==> src/rtl/fifo_wr_arbiter_if.sv <==
// Requester/FIFO write-port bundle for fifo_wr_arbiter.
// master: arbiter side; slave: requesters plus FIFO side.
interface fifo_wr_arbiter_if #(
  parameter int DataWidth = 32,
  parameter int NumReq    = 4
);
  localparam int IdW = (NumReq > 1) ? $clog2(NumReq) : 1;

  logic [NumReq-1:0]                req;
  logic [NumReq-1:0][DataWidth-1:0] reqData;
  logic [NumReq-1:0]                reqLast;
  logic [NumReq-1:0]                ack;
  logic                             full;
  logic                             writeEn;
  logic [DataWidth-1:0]             writeData;
  logic                             grantValid;
  logic [IdW-1:0]                   grantId;
  logic                             trunc;

  modport master (
    input  req, reqData, reqLast, full,
    output ack, writeEn, writeData,
    output grantValid, grantId, trunc
  );

  modport slave (
    output req, reqData, reqLast, full,
    input  ack, writeEn, writeData,
    input  grantValid, grantId, trunc
  );
endinterface

==> src/rtl/fifo_wr_arbiter.sv <==
// Round-robin arbiter granting one requester the FIFO write port per packet.
// Ports: clk, rst (sync, active-high), bus (req/data/last in, ack/write/grant out).
module fifo_wr_arbiter #(
  parameter int DataWidth = 32,
  parameter int NumReq    = 4,
  parameter int MaxBeats  = 8
) (
  input logic               clk,
  input logic               rst,
  fifo_wr_arbiter_if.master bus
);
  localparam int IdW  = (NumReq > 1) ? $clog2(NumReq) : 1;
  localparam int CntW = $clog2(MaxBeats + 1);

  typedef enum logic {
    IDLE = 1'b0,
    BUSY = 1'b1
  } state_t;

  state_t          state_q, state_d;
  logic [IdW-1:0]  gid_q, gid_d;
  logic [IdW-1:0]  last_q, last_d;
  logic [IdW-1:0]  pick, cand;
  logic [CntW-1:0] cnt_q, cnt_d;
  logic            found;
  logic            busy;
  logic            accept;
  logic            at_max;
  logic            done;

  // Rotating search starting just after the previous owner.
  always_comb begin
    pick  = '0;
    cand  = '0;
    found = 1'b0;
    for (int k = 1; k <= NumReq; k++) begin
      cand = IdW'((int'(last_q) + k) % NumReq);
      if (!found && bus.req[cand]) begin
        found = 1'b1;
        pick  = cand;
      end
    end
  end

  // Outputs are forced low while rst is high so a
  // mid-packet reset cannot push one more beat.
  assign busy   = (state_q == BUSY) && !rst;
  assign accept = busy && bus.req[gid_q] && !bus.full;
  assign at_max = (cnt_q == CntW'(MaxBeats - 1));
  assign done   = accept
                && (bus.reqLast[gid_q] || at_max);

  assign bus.writeEn    = accept;
  assign bus.grantValid = busy;
  assign bus.grantId    = busy ? gid_q : '0;
  assign bus.writeData  = busy ? bus.reqData[gid_q]
                               : '0;
  assign bus.trunc      = accept && at_max
                        && !bus.reqLast[gid_q];

  always_comb begin
    bus.ack = '0;
    if (accept) begin
      bus.ack[gid_q] = 1'b1;
    end
  end

  always_comb begin
    state_d = state_q;
    gid_d   = gid_q;
    last_d  = last_q;
    cnt_d   = cnt_q;
    unique case (state_q)
      IDLE: begin
        if (found) begin
          state_d = BUSY;
          gid_d   = pick;
          cnt_d   = '0;
        end
      end
      BUSY: begin
        if (done) begin
          state_d = IDLE;
          last_d  = gid_q;
          cnt_d   = '0;
        end else if (accept) begin
          cnt_d = cnt_q + CntW'(1);
        end
      end
      default: begin
        state_d = IDLE;
      end
    endcase
  end

  always_ff @(posedge clk) begin
    if (rst) begin
      state_q <= IDLE;
      gid_q   <= '0;
      last_q  <= IdW'(NumReq - 1);
      cnt_q   <= '0;
    end else begin
      state_q <= state_d;
      gid_q   <= gid_d;
      last_q  <= last_d;
      cnt_q   <= cnt_d;
    end
  end
endmodule

==> src/flat_wrapper.sv <==
// flat-port wrapper written by rule: the top's interface ports become plain ports
module fifo_wr_arbiter_flat 
#(
  parameter int DataWidth = 32,
  parameter int NumReq    = 4,
  parameter int MaxBeats  = 8
)
  (clk, rst, bus_req, bus_reqData, bus_reqLast, bus_full, bus_ack, bus_writeEn, bus_writeData, bus_grantValid, bus_grantId, bus_trunc);
  fifo_wr_arbiter_if #(.DataWidth(DataWidth), .NumReq(NumReq)) bus_i ();
  input logic clk;
  input logic rst;
  input wire logic [$bits(bus_i.req)-1:0] bus_req;
  input wire logic [$bits(bus_i.reqData)-1:0] bus_reqData;
  input wire logic [$bits(bus_i.reqLast)-1:0] bus_reqLast;
  input wire logic [$bits(bus_i.full)-1:0] bus_full;
  output wire logic [$bits(bus_i.ack)-1:0] bus_ack;
  output wire logic [$bits(bus_i.writeEn)-1:0] bus_writeEn;
  output wire logic [$bits(bus_i.writeData)-1:0] bus_writeData;
  output wire logic [$bits(bus_i.grantValid)-1:0] bus_grantValid;
  output wire logic [$bits(bus_i.grantId)-1:0] bus_grantId;
  output wire logic [$bits(bus_i.trunc)-1:0] bus_trunc;
  assign bus_i.req = bus_req;
  assign bus_i.reqData = bus_reqData;
  assign bus_i.reqLast = bus_reqLast;
  assign bus_i.full = bus_full;
  assign bus_ack = bus_i.ack;
  assign bus_writeEn = bus_i.writeEn;
  assign bus_writeData = bus_i.writeData;
  assign bus_grantValid = bus_i.grantValid;
  assign bus_grantId = bus_i.grantId;
  assign bus_trunc = bus_i.trunc;
  fifo_wr_arbiter #(.DataWidth(DataWidth), .NumReq(NumReq), .MaxBeats(MaxBeats)) u_core (.clk(clk), .rst(rst), .bus(bus_i));
endmodule
==> config.mk <==
export PLATFORM = sky130hd
export DESIGN_NAME = fifo_wr_arbiter_flat
export DESIGN_NICKNAME = d
export VERILOG_FILES = /design/src/rtl/fifo_wr_arbiter_if.sv /design/src/rtl/fifo_wr_arbiter.sv /design/src/flat_wrapper.sv
export SDC_FILE = /design/constraint.sdc
export NUM_CORES = 1
export LEC_CHECK = 0
export CORE_ASPECT_RATIO = 1.2
export CORE_UTILIZATION = 26
export CTS_BUF_LIST = sky130_fd_sc_hd__clkbuf_4 sky130_fd_sc_hd__clkbuf_8
export CTS_CLUSTER_DIAMETER = 30
export DETAILED_ROUTE_END_ITERATION = 7
export HOLD_SLACK_MARGIN = 0.06
export PLACE_DENSITY = 0.79
export SLEW_MARGIN = 10
export SYNTH_ARGS = -nofsm -noshare
export SYNTH_HDL_FRONTEND = slang
export SYNTH_SLANG_ARGS = --single-unit
==> constraint.sdc <==
create_clock -name clk -period 1.6 [get_ports clk]
set_input_delay 0.16 -clock clk [delete_from_list [all_inputs] [get_ports clk]]
set_output_delay 0.16 -clock clk [all_outputs]
set_load 0.01 [all_outputs]
==> reports/metrics.yaml <==
outcome:
  status: "finished, violations left"
  failed_checks: "negative setup slack"
sta:
  layout_min_cycle_time_ps: 1850
  slew_headroom_pct: 65.8
  setup_tns_ps: -8510
  period_share_pct: 115
  worst_clock_skew_ps: 0.316
  rsz0062_at_grt: "yes"
  hold-worst-slack_ps: 519
  fin_ws_ps: -248
  worst_pin_slew_ps: 512
  hold_viol: 0
  clock.fmax_mhz: 541
  setup_viol: 42
  drv_slew: 0
final_layout:
  finalNonFillerCells: 453
  ff_latch_area_um2: 186
  fin_nets: 512
  utilization_pct: 69.5
  drive_gt1_share_pct: 46.4
  syn_to_final_growth_pct: 158
  antenna_cells: 0
  finish.instance_area_mm2: 0.00418
  multi_input_area_mm2: 0.00151
  fillCellCount: 428
place:
  hpwl_mm: 6.80
  portBuffers: 179
  gp_congestion: 0.953
  placedCellCount: 433
  dpl_cell_area_mm2: 0.00377
  dpl_worst_slack_ps: -460
clocking:
  cts_tree: "built"
  clk_path_buf_depth: 2
  clk_latency_ps: 230
  clock-sinks: 9
  cts.clk_slew.worst_paths_ps: 50
  cts_max_level: 1
  root_buffer: "clkbuf_8"
  numCtsBuffers: 3
floorplan:
  start_util_pct: 27.0
  core_area_mm2: 0.00601
  io_pins: 180
  die_h_um: 88.5
  die_area_mm2: 0.00656
  num_rows: 31
  die_x_um: 74.1
critical_path:
  r2r-start: "u_core.gid_q[0]"
  crit_start: "u_core.gid_q[0]"
  path_cells: "buf_6, mux4_2, nand2_4, buf_6, nor3b_2, buf_2"
  cp_top_family: "multiplexers"
  path_buf_inv: 3
  rrSetupSlack_ps: -240
  crit_top_cell: "buf_6"
  worstSetupEndpointType: "output port"
  worstPathMaxFanout: 4
  slowest_delay_ps: 540
  startpoint_type: "flop"
  crit_required_ps: 1440
  path_class: "reg2out"
  cp_slowest_cell: "mux4_2"
  cp.arrival_ps: 1690
global_route:
  overflow: 0
  grt_max_degree: 18
  grt_pass1_wl_mm: 12.3
  gr-usage-all-layers_pct: 25.4
  grt_antenna_before_repair: 0
  first_global_vias: 2316
worst_hold_path:
  hp-class: "reg2reg"
  worstHoldStart: "u_core.cnt_q[2]"
synth:
  synth.largest_area_cell: "mux4_2"
  syn-num-nets: 294
  yosysSeqAreaShare_pct: 11.1
  yosysWarnings: 0
  netlist_instances: 154
  syn_area_mm2: 0.00162
  yosysUniqueCellTypes: 37
  synth_top_area_share_pct: 47.2
  synth-seq-cells: 9
  yosys-top-cells-area: "mux4_2, and2_1, dfxtp_1"
  avgSynthCellArea_um2: 10.5
detailed_routing:
  routedWlPerCell_um: 20.4
  wl_mm: 9.23
  route.vias.total: 2316
  first_pass_iters: 4
  drcViolationCount: 0
  detail-route-antenna-nets: 0
  drtIter0Drc: 126
  avgViaCountPerCell: 5.11
pwr:
  ir_drop_v: 0.000526
  powerDensity_mw_per_mm2: 414
  p_leak_nw: 1.69
  fin_total_pwr_mw: 1.73
flow_run:
  drv_cap: 0
==> worst paths after layout <==
kind,to,cells after the start
worst max-delay path,bus_trunc,6
worst min-delay path,u_core.cnt_q[2],1
worst max register to register,u_core.cnt_q[0],6
worst min register to register,u_core.cnt_q[2],1
==> synthesized netlist by cell type (all sizes together) <==
library cell	instances
mux4	34
and2	33
dfxtp	9
a21oi	8
nand2	8
buf	7
inv	7
nor2	7
clkbuf	6
mux2i	4
nand3	3
o32ai	3
a211o	2
nand2b	2
nor3b	2
or4	2
a2111oi	1
a21o	1
a22o	1
a31oi	1
and3b	1
and4	1
ha	1
nor2b	1
nor3	1
nor4b	1
nor4bb	1
o211ai	1
o21ai	1
o22ai	1
o31a	1
o41ai	1
xnor2	1
==> kinds of logic after synthesis <==
| group | Yosys count | share of synthesized area [%] |
|---|---|---|
| AOI/OAI and AO/OA | 22 | 9.34 |
| adders and majority gates | 1 | 0.771 |
| and+or+nand+nor | 63 | 23.1 |
| buffers and inverters | 20 | 5.40 |
| muxes | 38 | 49.7 |
| xor gates and xnor gates | 1 | 0.540 |
| DFF | 9 | 11.1 |
==> cells in the final DEF, fill, tap and decap left out, drive strengths merged, types with 2 or more instances in the layout <==
| cell | synthesis | final |
|---|---|---|
| buf | 7 | 83 |
| mux4 | 34 | 34 |
| clkdlybuf4s50 | 0 | 136 |
| nor2 | 7 | 7 |
| nor3b | 2 | 2 |
| dfxtp | 9 | 9 |
| a21oi | 8 | 8 |
| inv | 7 | 7 |
| clkbuf | 6 | 6 |
| nand2b | 2 | 2 |
| nand2 | 8 | 8 |
| a211o | 2 | 2 |
| dlygate4sd2 | 0 | 3 |
| mux2i | 4 | 4 |
| nand3 | 3 | 3 |
| o32ai | 3 | 3 |
| or4 | 2 | 2 |
| and2 | 33 | 33 |
==> state kept, by name (all words and copies together), names as in the netlist <==
signal and flops:
u_core.state_q 1, u_core.last_q 2, u_core.cnt_q 4, u_core.gid_q 2
==> where the power goes <==
group | switching (mW) | total [mW] | internal [mW]
clock network | 0.101 | 0.292 | 0.192
logic | 0.368 | 1.19 | 0.818
registers | 0.0172 | 0.253 | 0.236
total | 0.486 | 1.73 | 1.24
==> layer usage <==
layer  wire (µm)  GRT usage, %  part of all wire (%)  up-vias
met4         297          7.69                   3.2        0
li1            -             -                     -     1042
met1        2920          25.6                    32     1125
met5           0             0                     0        -
met2        4920          47.6                    53      126
met3        1090          9.79                    12       23
==> cell type report <==
cell class / instances / area share [%]
clock buffer: 4 / 1.17
inverter: 7 / 0.629
tap: 82 / 2.46
sequential: 9 / 4.46
timing repair buffer: 226 / 55.1
multi-input combinational: 125 / 36.2
==> what timing repair did <==
item | 4_1_cts | 5_1_grt
setup endpoints to repair | 48 | 47
pin swaps | 38 | 10
gates cloned | 2 | 0
setup buffers | 10 | 5
hold buffers | 0 | 0
gates resized for setup | 200 | 49
No activity file was read; power rests on OpenSTA's default activity.
